==> src/rtl/dmem_region_bus.sv <==
// Data-memory interconnect between the core dmem port and NUM_REGIONS targets.
// Decodes each access into a contiguous 2^REGION_BITS-byte region, returns registered
// read data one cycle later, and hosts the sim-exit (tohost) register, sticky bus-fault
// capture and a run-cycle counter that freezes once the program signals completion.
module dmem_region_bus #(
    parameter int          NUM_REGIONS = 2,
    parameter int          REGION_BITS = 15,
    parameter logic [31:0] TOHOST_ADDR = 32'h8000_0000
) (
    input  logic                      clk,
    input  logic                      rst,
    input  logic [31:0]               dmem_addr,
    input  logic [1:0]                dmem_op,
    input  logic [31:0]               dmem_data_i,
    output logic [31:0]               dmem_data_o,
    output logic [REGION_BITS-1:0]    tgt_addr,
    output logic [NUM_REGIONS-1:0]    tgt_cs,
    output logic [1:0]                tgt_op,
    output logic [31:0]               tgt_wdata,
    input  logic [32*NUM_REGIONS-1:0] tgt_rdata,
    output logic                      done,
    output logic [31:0]               exit_code,
    output logic                      fault,
    output logic [31:0]               fault_addr,
    output logic [31:0]               run_cycles
);

    localparam int IDX_W = (NUM_REGIONS > 1) ? $clog2(NUM_REGIONS) : 1;
    localparam int TAG_W = 32 - REGION_BITS;

    // Where the data for the read issued last cycle comes from.
    typedef enum logic [1:0] {
        SRC_NONE,
        SRC_REGION,
        SRC_TOHOST
    } srcKindE;

    logic                   opAccess;
    logic                   tohostHit;
    logic                   anyHit;
    logic                   faultNow;
    logic [NUM_REGIONS-1:0] hit;
    logic [IDX_W-1:0]       hitIdx;

    srcKindE                srcKind_q, srcKind_d;
    logic [IDX_W-1:0]       srcIdx_q, srcIdx_d;
    logic                   done_q, done_d;
    logic [31:0]            exitCode_q, exitCode_d;
    logic                   fault_q, fault_d;
    logic [31:0]            faultAddr_q, faultAddr_d;
    logic [31:0]            runCycles_q, runCycles_d;

    // Same-cycle address decode; reserved op 11 never selects a target.
    always_comb begin
        opAccess  = (dmem_op == 2'b01) || (dmem_op == 2'b10);
        tohostHit = opAccess && (dmem_addr[31:2] == TOHOST_ADDR[31:2]);
        hit       = '0;
        hitIdx    = '0;
        for (int i = 0; i < NUM_REGIONS; i++) begin
            if (opAccess && (dmem_addr[31:REGION_BITS] == TAG_W'(i))) begin
                hit[i] = 1'b1;
                hitIdx = IDX_W'(i);
            end
        end
        anyHit   = |hit;
        faultNow = (dmem_op == 2'b11) || (opAccess && !anyHit && !tohostHit);
    end

    assign tgt_cs    = hit;
    assign tgt_op    = anyHit ? dmem_op : 2'b00;
    assign tgt_addr  = dmem_addr[REGION_BITS-1:0];
    assign tgt_wdata = dmem_data_i;

    // Next-state for the read-return source, sticky status and the cycle counter.
    always_comb begin
        srcKind_d   = SRC_NONE;
        srcIdx_d    = srcIdx_q;
        done_d      = done_q;
        exitCode_d  = exitCode_q;
        fault_d     = fault_q;
        faultAddr_d = faultAddr_q;
        runCycles_d = done_q ? runCycles_q : runCycles_q + 32'd1;

        if (dmem_op == 2'b01) begin
            if (anyHit) begin
                srcKind_d = SRC_REGION;
                srcIdx_d  = hitIdx;
            end else if (tohostHit) begin
                srcKind_d = SRC_TOHOST;
            end
        end

        if ((dmem_op == 2'b10) && tohostHit && !done_q) begin
            done_d     = 1'b1;
            exitCode_d = dmem_data_i;
        end

        if (faultNow) begin
            fault_d = 1'b1;
            if (!fault_q) begin
                faultAddr_d = dmem_addr;
            end
        end
    end

    // State registers; reset also drops any read that was in flight.
    always_ff @(posedge clk) begin
        if (rst) begin
            srcKind_q   <= SRC_NONE;
            srcIdx_q    <= '0;
            done_q      <= 1'b0;
            exitCode_q  <= '0;
            fault_q     <= 1'b0;
            faultAddr_q <= '0;
            runCycles_q <= '0;
        end else begin
            srcKind_q   <= srcKind_d;
            srcIdx_q    <= srcIdx_d;
            done_q      <= done_d;
            exitCode_q  <= exitCode_d;
            fault_q     <= fault_d;
            faultAddr_q <= faultAddr_d;
            runCycles_q <= runCycles_d;
        end
    end

    // Steer the registered read source back to the core; unmapped reads return zero.
    always_comb begin
        dmem_data_o = '0;
        case (srcKind_q)
            SRC_REGION: begin
                for (int i = 0; i < NUM_REGIONS; i++) begin
                    if (srcIdx_q == IDX_W'(i)) begin
                        dmem_data_o = tgt_rdata[32*i +: 32];
                    end
                end
            end
            SRC_TOHOST: dmem_data_o = exitCode_q;
            default:    dmem_data_o = '0;
        endcase
    end

    assign done       = done_q;
    assign exit_code  = exitCode_q;
    assign fault      = fault_q;
    assign fault_addr = faultAddr_q;
    assign run_cycles = runCycles_q;

endmodule

==> config.mk <==
export PLATFORM = sky130hd
export DESIGN_NAME = dmem_region_bus
export DESIGN_NICKNAME = d
export VERILOG_FILES = /design/src/rtl/dmem_region_bus.sv
export SDC_FILE = /design/constraint.sdc
export NUM_CORES = 1
export LEC_CHECK = 0
export CAP_MARGIN = 10
export CELL_PAD_IN_SITES_DETAIL_PLACEMENT = 1
export CELL_PAD_IN_SITES_GLOBAL_PLACEMENT = 2
export CORE_MARGIN = 1.5
export CORE_UTILIZATION = 18
export CTS_BUF_LIST = sky130_fd_sc_hd__clkbuf_4 sky130_fd_sc_hd__clkbuf_8
export DETAILED_ROUTE_END_ITERATION = 7
export PLACE_DENSITY_LB_ADDON = 0.1
export REMOVE_ABC_BUFFERS = 1
export SYNTH_ARGS = -nofsm -noshare
export SYNTH_HDL_FRONTEND = slang
export SYNTH_SLANG_ARGS = --single-unit
==> constraint.sdc <==
create_clock -name clk -period 1.9 [get_ports clk]
set_input_delay 0.19 -clock clk [delete_from_list [all_inputs] [get_ports clk]]
set_output_delay 0.19 -clock clk [all_outputs]
set_load 0.05 [all_outputs]
==> results of run 1 <==
==> layout make-up <==
cell class	count	area share (%)
clock buffers	11	1.44
inverters	8	0.298
diodes	1	0.0248
multi-input cells	428	30.3
repair buffers	395	42.8
flip-flops and latches	101	20.1
clock inverters	5	0.422
well taps	378	4.69
==> flip-flops by register name, indices dropped and copies added (netlist names) <==
name	flops
srcKind_q	2
fault	1
run_cycles	32
srcIdx_q	1
fault_addr	32
exit_code	32
done	1
==> how the worst min path moves through the flow <==
stage | slack (ps) | endpoint | cells past startpoint | from
after floorplan | 260 | exit_code[0] | 1 | rst
after global placement | 450 | fault_addr[20] | 2 | fault_addr[20]
after detailed placement | 450 | fault_addr[23] | 2 | fault_addr[23]
after CTS | 120 | fault_addr[24] | 3 | dmem_addr[24]
after global routing | 40 | fault_addr[26] | 3 | dmem_addr[26]
final | 50 | fault_addr[26] | 3 | dmem_addr[26]
==> metal layers <==
metal	global-route usage, %	wire, µm
met1	17.7	10200
met4	4.05	362
met2	29.0	12800
met3	3.57	1670
met5	0	13
==> power groups by stage <==
stage | Combinational (mW) | Clock [mW] | Sequential [mW]
after floorplan | 0.179 | 0 | 2.47
after CTS | 1.36 | 1.47 | 2.22
after global routing | 1.44 | 1.53 | 2.22
final | 1.37 | 1.37 | 2.21
after global placement | 1.28 | 0 | 2.26
after detailed placement | 1.29 | 0 | 2.26
==> cell families (layout without fill, tap and decap cells) <==
kind of cell | count (synthesis) | in the layout
compound gates | 100 | 100
xor+xnor | 25 | 25
fa+ha+maj | 6 | 6
buf+inv | 96 | 419
flops | 101 | 101
mux | 50 | 50
other cells | 0 | 1
simple gates | 247 | 247
==> what timing repair did <==
item	4_1_cts	5_1_grt
cloned	4	6
setup buffers	5	2
pin swaps	65	26
gates resized for setup	137	57
setup endpoints to repair	106	108
==> synth_stat cells <==
master	count	area, µm²
a21oi_1	57	285
a22oi_1	32	240
a41oi_1	1	8.76
and2_1	2	12.5
and3_1	3	18.8
and4_1	4	35.0
and4b_1	2	20.0
buf_2	10	50.1
buf_4	51	383
clkbuf_1	27	101
dfxtp_1	101	2020
ha_1	6	75.1
inv_1	8	30.0
mux2_2	32	360
mux2i_1	18	180
nand2_1	105	394
nand3_1	9	45.0
nand3_2	1	10.0
nand3b_1	1	7.51
nand4_1	13	81.3
nand4b_1	1	8.76
nor2_1	80	300
nor2b_1	2	12.5
nor3_1	5	25.0
nor3_2	1	10.0
nor3b_1	2	15.0
nor4_1	6	37.5
nor4_2	1	12.5
nor4b_1	1	8.76
nor4b_2	1	15.0
o21ai_0	7	35.0
o21bai_1	1	7.51
o311ai_0	1	8.76
o31ai_2	1	12.5
or3_1	6	37.5
or4_1	1	7.51
xnor2_1	5	43.8
xor2_1	20	175
==> critical path, delay by kind of cell, from the launching register on <==
family          cells  cell delay (ps)
buf+inv             3              430
mux                 1              310
simple gates        1               70
compound gates      1              160
flops               1              400
==> flow_summary.json, run 1 <==
{
  "outcome": "finished with violations",
  "violations": "negative setup slack",
  "ant_nets": 0,
  "io_buffers": 312,
  "synth-compound-area-share_pct": 11.7,
  "cts.sinks": 101,
  "postPlaceCellArea_um2": 9070,
  "yosys.area_share.simple_pct": 21.7,
  "ys_warn_count": 0,
  "grt_pass1_vias": 5980,
  "cts-root-buf": "clkbuf_8",
  "end_kind": "primary output",
  "setup_slack_ps": -44.6,
  "rsz0062_at_grt": "true",
  "slew_headroom_pct": 56.1,
  "fin_crit_ps": 1940,
  "fin_cells": 1327,
  "synth_area_um2": 5130,
  "synth_fa_ha_area_share_pct": 1.46,
  "ys_seq_area_share_pct": 39.4,
  "powerDensity_nw_per_um2": 492,
  "dp_hpwl_um": 17300,
  "leakage_nw": 3.95,
  "multi_input_comb_area_um2": 3050,
  "via_count": 5633,
  "initial_utilization_pct": 18.4,
  "rr_startpoint": "run_cycles[4]",
  "p_int_mw": 3.34,
  "clockBufferDepth": 2,
  "fp.dieW_um": 172,
  "critPathLaunch": "srcIdx_q",
  "combPwrFrac_pct": 27.7,
  "drive_gt1_share_pct": 33.0,
  "setup_viol": 21,
  "total_power_mw": 4.96,
  "cpMaxStageDelayCell": "dfxtp_4",
  "die-area_um2": 29500,
  "cts-htree-levels": 3,
  "synth_top_family_by_area": "simple AND/OR/NAND/NOR gates",
  "synth_cells": 625,
  "grt_first_pass_wirelength_um": 34900,
  "gp_congestion": 0.741,
  "cp_cell_sequence": "buf_6 -> buf_16 -> mux2_4 -> a22oi_2 -> nor2_2 -> buf_12",
  "p_seq_share_pct": 44.7,
  "synth_seq_cells": 101,
  "p_switching_mw": 1.61,
  "vias_per_cell": 4.24,
  "dr.first_iter.drc_count": 136,
  "post_drt_wl_per_cell_um": 18.8,
  "worstHoldPathType": "in -> reg",
  "drc_errors": 0,
  "tightest_slew_ps": 659,
  "fin_nets": 1081,
  "r2r_slack_ps": 130,
  "crit_path_end": "dmem_data_o[13]",
  "skew_ps": 18.2,
  "hold_slack_ps": 54.8,
  "reg2reg_depth": 5,
  "cts_tree": "built",
  "ioPinCount": 313,
  "ir_worst_vdd_mv": 0.252,
  "design_area_um2": 10100,
  "area_growth_syn_to_layout_pct": 96.2,
  "fin_util_pct": 36.1,
  "required_ps": 1710,
  "track_usage_pct": 15.6,
  "mostFrequentLayoutCells": "clkdlybuf4s50_1 (180), buf_4 (109), nand2_1 (105), dfxtp_1 (100), nor2_1 (56)",
  "path_max_fanout": 8,
  "core_area_um2": 27900,
  "maxCapViolCount": 0,
  "grt_overflow_total": 0,
  "avgSynthCellArea_um2": 8.21,
  "tns_ps": -486,
  "dp_slack_ps": -775,
  "final-seq-area_um2": 2030,
  "clock_power_share_pct": 27.6,
  "hold_buffers": 0,
  "worst_ep_arrival_time_ps": 1750,
  "p_sw_share_pct": 32.5,
  "start_kind": "register",
  "max_stage_delay_ps": 400,
  "wl_um": 25000,
  "first_pass_iters": 4,
  "synth.distinct_cells": 38,
  "r2r_end": "run_cycles[26]",
  "row_count": 61,
  "cts_buffers": 9,
  "fill_cells": 3190,
  "clkLatencyLatePin_ps": 380,
  "criticalPathCategory": "reg -> out",
  "die_h_um": 172,
  "muxShareOfSynthArea_pct": 10.5,
  "grt_max_degree": 55,
  "hold_viol": 0,
  "final_common_cell": "clkdlybuf4s50_1",
  "clk_pin_slew_ps": 110,
  "drv_slew": 0,
  "antenna_found_initial": 2,
  "placed_cells": 1294,
  "max_freq_ghz": 0.514,
  "min_period_over_period_pct": 102,
  "synthXorXnorAreaFrac_pct": 4.27
}
Note: power is estimated with default switching activity, not from simulation.
==> run 2, diff against run 1 <==
CORE_UTILIZATION = 20   (was 18)
clock period = 2.15 ns   (was 1.9 ns; I/O delays follow)
==> run 2 against run 1 <==
- the flow now finishes without violations
- utilization increased by 0.68 points
- sequential cell count unchanged
- non-clock buffer count decreased by 26
- cell count decreased by 5.7%
- via count decreased by 3.1%
- first-iteration DRC count increased by 60%
- sequential power decreased by 11%
- critical path depth increased by 2
- die area decreased by 9.8%
- critical path type is now in -> out
- largest cell class unchanged
- highest routed layer is now met4
==> flow_summary.json, run 2 (synthesized netlist as in run 1, its figures left out) <==
{
  "outcome": "complete, no violations",
  "fin_crit_ps": 2060,
  "r2r_end": "run_cycles[28]",
  "grt_overflow_total": 0,
  "end_kind": "primary output",
  "met2_usage_pct": 29.9,
  "dp_hpwl_um": 16900,
  "cpMaxStageDelayCell": "clkdlybuf4s50_1",
  "reg2reg_depth": 5,
  "leakage_nw": 3.32,
  "cts.sinks": 101,
  "worst_ep_arrival_time_ps": 1850,
  "maxCapViolCount": 0,
  "grt_busiest_layer": "met2",
  "tightest_slew_ps": 613,
  "hold_viol": 0,
  "clk_pin_slew_ps": 110,
  "ant_nets": 0,
  "path_max_fanout": 4,
  "grt_pass1_vias": 5860,
  "grt_max_degree": 55,
  "area_growth_syn_to_layout_pct": 80.2,
  "cp_cell_sequence": "clkdlybuf4s50_1 -> nor4_4 -> nand4_1 -> buf_6 -> buf_6 -> nor3b_2 -> buf_4 -> buf_12",
  "whs_path_depth": 3,
  "first_pass_iters": 4,
  "antenna_found_initial": 0,
  "path_buf_inv": 5,
  "fill_cells": 2921,
  "rsz0062_at_grt": "false",
  "design_area_um2": 9250,
  "drc_errors": 0,
  "drive_gt1_share_pct": 18.9,
  "ir_worst_vdd_mv": 0.385,
  "cts_buffers": 9,
  "multi_input_comb_area_um2": 2620,
  "r2r_slack_ps": 290,
  "die_h_um": 163,
  "hold_path_end": "fault_addr[25]",
  "cts-root-buf": "clkbuf_8",
  "wl_um": 22100,
  "initial_utilization_pct": 20.4,
  "track_usage_pct": 16.1,
  "gp_congestion": 0.784,
  "setup_viol": 0,
  "hold_slack_ps": 126,
  "grt_first_pass_wirelength_um": 33000,
  "cts-htree-levels": 3,
  "worstHoldPathType": "in -> reg",
  "dr.first_iter.drc_count": 218,
  "io_buffers": 312,
  "final_common_cell": "clkdlybuf4s50_1",
  "min_from": "dmem_addr[25]",
  "post_drt_wl_per_cell_um": 17.6,
  "vias_per_cell": 4.36,
  "drv_slew": 0,
  "via_count": 5458,
  "gr-usage-met1_pct": 17.6,
  "antennaDiodeCount": 0,
  "skew_ps": 17.8,
  "ioPinCount": 313,
  "final-seq-area_um2": 2030,
  "row_count": 58,
  "core_area_um2": 25200,
  "start_kind": "primary input",
  "clockBufferDepth": 2,
  "tns_ps": 0,
  "mostFrequentLayoutCells": "clkdlybuf4s50_1 (249), nand2_1 (105), dfxtp_1 (100), nor2_1 (79), buf_4 (66)",
  "cp_common_cell": "buf_6",
  "required_ps": 1930,
  "total_power_mw": 4.28,
  "min_period_over_period_pct": 95.9,
  "die-area_um2": 26600,
  "max_stage_delay_ps": 470,
  "criticalPathCategory": "in -> out",
  "fp.dieW_um": 163,
  "rr_startpoint": "run_cycles[12]",
  "crit_family": "buffers and inverters",
  "cts_tree": "built",
  "globalRouteMet3Util_pct": 4.65,
  "max_freq_ghz": 0.485,
  "clkLatencyLatePin_ps": 380,
  "postPlaceCellArea_um2": 8960,
  "fin_nets": 1055,
  "slew_headroom_pct": 59.1,
  "powerDensity_nw_per_um2": 463,
  "fin_util_pct": 36.7
}
## run 2: cell types whose count changed in the layout (fill, tap and decap cells not counted), moves of 29 or more
cell | previous run | this run
a22oi_2 | 29 | 0
clkdlybuf4s50_1 | 180 | 249
a22oi_1 | 3 | 32
mux2_2 | 1 | 32
buf_4 | 109 | 66
mux2_4 | 31 | 0
## run 2: layout make-up
| cell class | count | share of cell area [%] |
|---|---|---|
| Tap cell | 330 | 4.46 |
| Multi-Input combinational cell | 428 | 28.4 |
| Timing Repair Buffer | 369 | 42.9 |
| Inverter | 8 | 0.325 |
| Clock buffer | 10 | 1.49 |
| Sequential cell | 101 | 21.9 |
| Clock inverter | 6 | 0.554 |
## run 2: power by group
group / internal (mW) / switching, mW / total, mW
registers: 1.92 / 0.0319 / 1.96
clock network: 0.471 / 0.748 / 1.22
logic: 0.491 / 0.620 / 1.11
## run 2: what timing repair did
action | CTS | global route
hold buffers | 0 | 0
pin swaps | 5 | 4
cloned | 0 | 1
resized for setup | 15 | 8
setup buffers | 1 | 0
setup endpoints to repair | 20 | 23
## run 2: how the worst max path moves through the flow
stage / start / slack (ps) / cells after the start / end
final: dmem_addr[19] / 90 / 8 / tgt_cs[1]
after global routing: dmem_addr[19] / 3 / 8 / tgt_cs[1]
after CTS: dmem_op[0] / 10 / 10 / tgt_cs[1]
after detailed placement: dmem_op[0] / -520 / 10 / fault_addr[4]
after global placement: dmem_addr[25] / -410 / 9 / fault_addr[15]
after floorplan: dmem_op[0] / -1050 / 7 / fault_addr[0]
## run 2: worst register-to-register path, delay by kind of cell, from the launching register on
family	cells	cell delay (ps)
AOI/OAI and AO/OA	1	140
DFF	1	450
and+or+nand+nor	4	1220
## run 2: through the flow
stage / std cells / setup slack (ps)
after floorplan: 537 / -1050
after global placement: 1234 / -409
after detailed placement: 1234 / -518
after CTS: 1251 / 12.1
after global routing: 1252 / 2.67
final: 1252 / 87.9
## run 2: per-layer routing
layer / share of wire (%) / wire length (µm) / vias up
met3: 7.5 / 1660 / 16
met4: 1.5 / 336 / 0
met2: 50 / 11100 / 195
met1: 41 / 8940 / 2581
met5: 0 / 0 / -
li1: - / - / 2666
==> run 3, diff against run 2 <==
CORE_MARGIN = unset   (was 1.5)
==> run 3 against run 2 <==
- die area fell by 1.2%
- clock power rose by 6%
- setup slack improved by 50 ps
- sequential power barely moved
- critical endpoint is now dmem_data_o[8]
- largest power group unchanged
- highest routed layer unchanged
==> flow_summary.json, run 3 (synthesized netlist as in run 1, its figures left out) <==
{
  "wl_um": 21800,
  "area_growth_syn_to_layout_pct": 80.0,
  "fin_cells": 1247,
  "critPathLaunch": "srcIdx_q",
  "clockBufferDepth": 2,
  "p_seq_share_pct": 44.8,
  "hold_path_end": "fault_addr[25]",
  "clock_power_share_pct": 29.5,
  "final_common_cell": "clkdlybuf4s50_1",
  "whs_path_depth": 3,
  "dr.first_iter.drc_count": 144,
  "maxCapViolCount": 0,
  "min_from": "dmem_addr[25]",
  "die-area_um2": 26300,
  "postPlaceCellArea_um2": 8940,
  "die_h_um": 162,
  "max_freq_ghz": 0.497,
  "r2r_end": "run_cycles[28]",
  "grt_max_degree": 62,
  "ant_nets": 0,
  "gp_congestion": 0.744,
  "cts-root-buf": "clkbuf_8",
  "design_area_um2": 9240,
  "antennaDiodeCount": 0,
  "fp.dieW_um": 162,
  "drc_errors": 0,
  "p_int_mw": 2.99,
  "criticalPathCategory": "reg -> out",
  "grt_pass1_vias": 5812,
  "tightest_slew_ps": 734,
  "skew_ps": 10.9,
  "required_ps": 1930,
  "min_period_over_period_pct": 93.6,
  "vias_per_cell": 4.36,
  "hold_slack_ps": 124,
  "path_max_fanout": 16,
  "row_count": 58,
  "slew_headroom_pct": 51.1,
  "start_kind": "register",
  "leakage_nw": 3.30,
  "io_buffers": 312,
  "rsz0062_at_grt": "false",
  "core_area_um2": 25200,
  "drv_slew": 0,
  "p_sw_share_pct": 31.5,
  "mostFrequentLayoutCells": "clkdlybuf4s50_1 (251), nand2_1 (105), dfxtp_1 (100), nor2_1 (80), buf_4 (62)",
  "initial_utilization_pct": 20.4,
  "drive_gt1_share_pct": 18.4,
  "grt_first_pass_wirelength_um": 32800,
  "antenna_found_initial": 0,
  "fin_util_pct": 36.7,
  "reg2reg_depth": 5,
  "clkLatencyLatePin_ps": 380,
  "via_count": 5437,
  "worst_ep_arrival_time_ps": 1800,
  "p_switching_mw": 1.37,
  "outcome": "complete, no violations",
  "ir_worst_vdd_mv": 0.265,
  "powerDensity_nw_per_um2": 472,
  "cts-htree-levels": 3,
  "r2r_slack_ps": 300,
  "end_kind": "primary output",
  "fin_crit_ps": 2010,
  "cts_tree": "built",
  "rr_startpoint": "run_cycles[13]",
  "placed_cells": 1231,
  "combPwrFrac_pct": 25.7,
  "worstHoldPathType": "in -> reg",
  "track_usage_pct": 16.2,
  "post_drt_wl_per_cell_um": 17.5,
  "grt_overflow_total": 0,
  "cts.sinks": 101,
  "fin_nets": 1051,
  "cts_buffers": 9,
  "first_pass_iters": 4,
  "clk_pin_slew_ps": 110,
  "hold_viol": 0,
  "total_power_mw": 4.36,
  "dp_hpwl_um": 16600,
  "ioPinCount": 313,
  "setup_viol": 0
}
[run 3: worst max-delay path, cell delays in order (launching register included)]
cell and delay [ps]:
dfxtp_4 410, buf_12 180, mux2_2 360, a22oi_1 190
nor2_1 100, buf_12 170
[run 3: repair_timing]
item | CTS | global route
endpoints found under the hold margin | 0 | 0
setup buffers | 1 | 0
pin swaps | 4 | 3
cloned | 0 | 1
endpoints found under the setup margin | 19 | 11
hold buffers | 0 | 0
resized for setup | 14 | 10
[run 3: cell type report]
cell class	instances	area (µm²)
clock buffer	10	138
clock inverter	5	58.8
fill	2933	15900
tap	330	413
sequential	101	2030
multi-input combinational	428	2640
inverter	8	30.0
timing repair buffer	365	3940
[run 3: metrics by stage]
step / TNS (ps) / setup WS [ps]
global placement: -18460 / -342
global route: 0 / 13.6
detailed placement: -27380 / -485
floorplan: -58220 / -1050
finish: 0 / 138
CTS: 0 / 13.5
[run 3: metal layers]
| layer | wire length, µm | track usage (%) | vias up |
|---|---|---|---|
| met5 | 0 | 0 | - |
| met2 | 11200 | 30.0 | 191 |
| li1 | - | - | 2645 |
| met1 | 8870 | 18.2 | 2585 |
| met4 | 306 | 4.80 | 0 |
| met3 | 1380 | 3.68 | 16 |
[run 3: power by group through the flow]
| stage | registers [mW] | clock network (mW) | logic, mW |
|---|---|---|---|
| 2_1_floorplan | 2.18 | 0 | 0.158 |
| 3_3_place_gp | 2.00 | 0 | 1.11 |
| 3_5_place_dp | 2.00 | 0 | 1.12 |
| 4_1_cts | 1.96 | 1.35 | 1.13 |
| 5_1_grt | 1.96 | 1.44 | 1.18 |
| 6_report | 1.95 | 1.29 | 1.12 |
[run 3: worst max path at each step]
stage,endpoint,cells past startpoint
after floorplan,fault_addr[0],7
after global placement,fault_addr[0],10
after detailed placement,fault_addr[9],10
after CTS,tgt_cs[1],9
after global routing,dmem_data_o[24],5
final,dmem_data_o[8],5
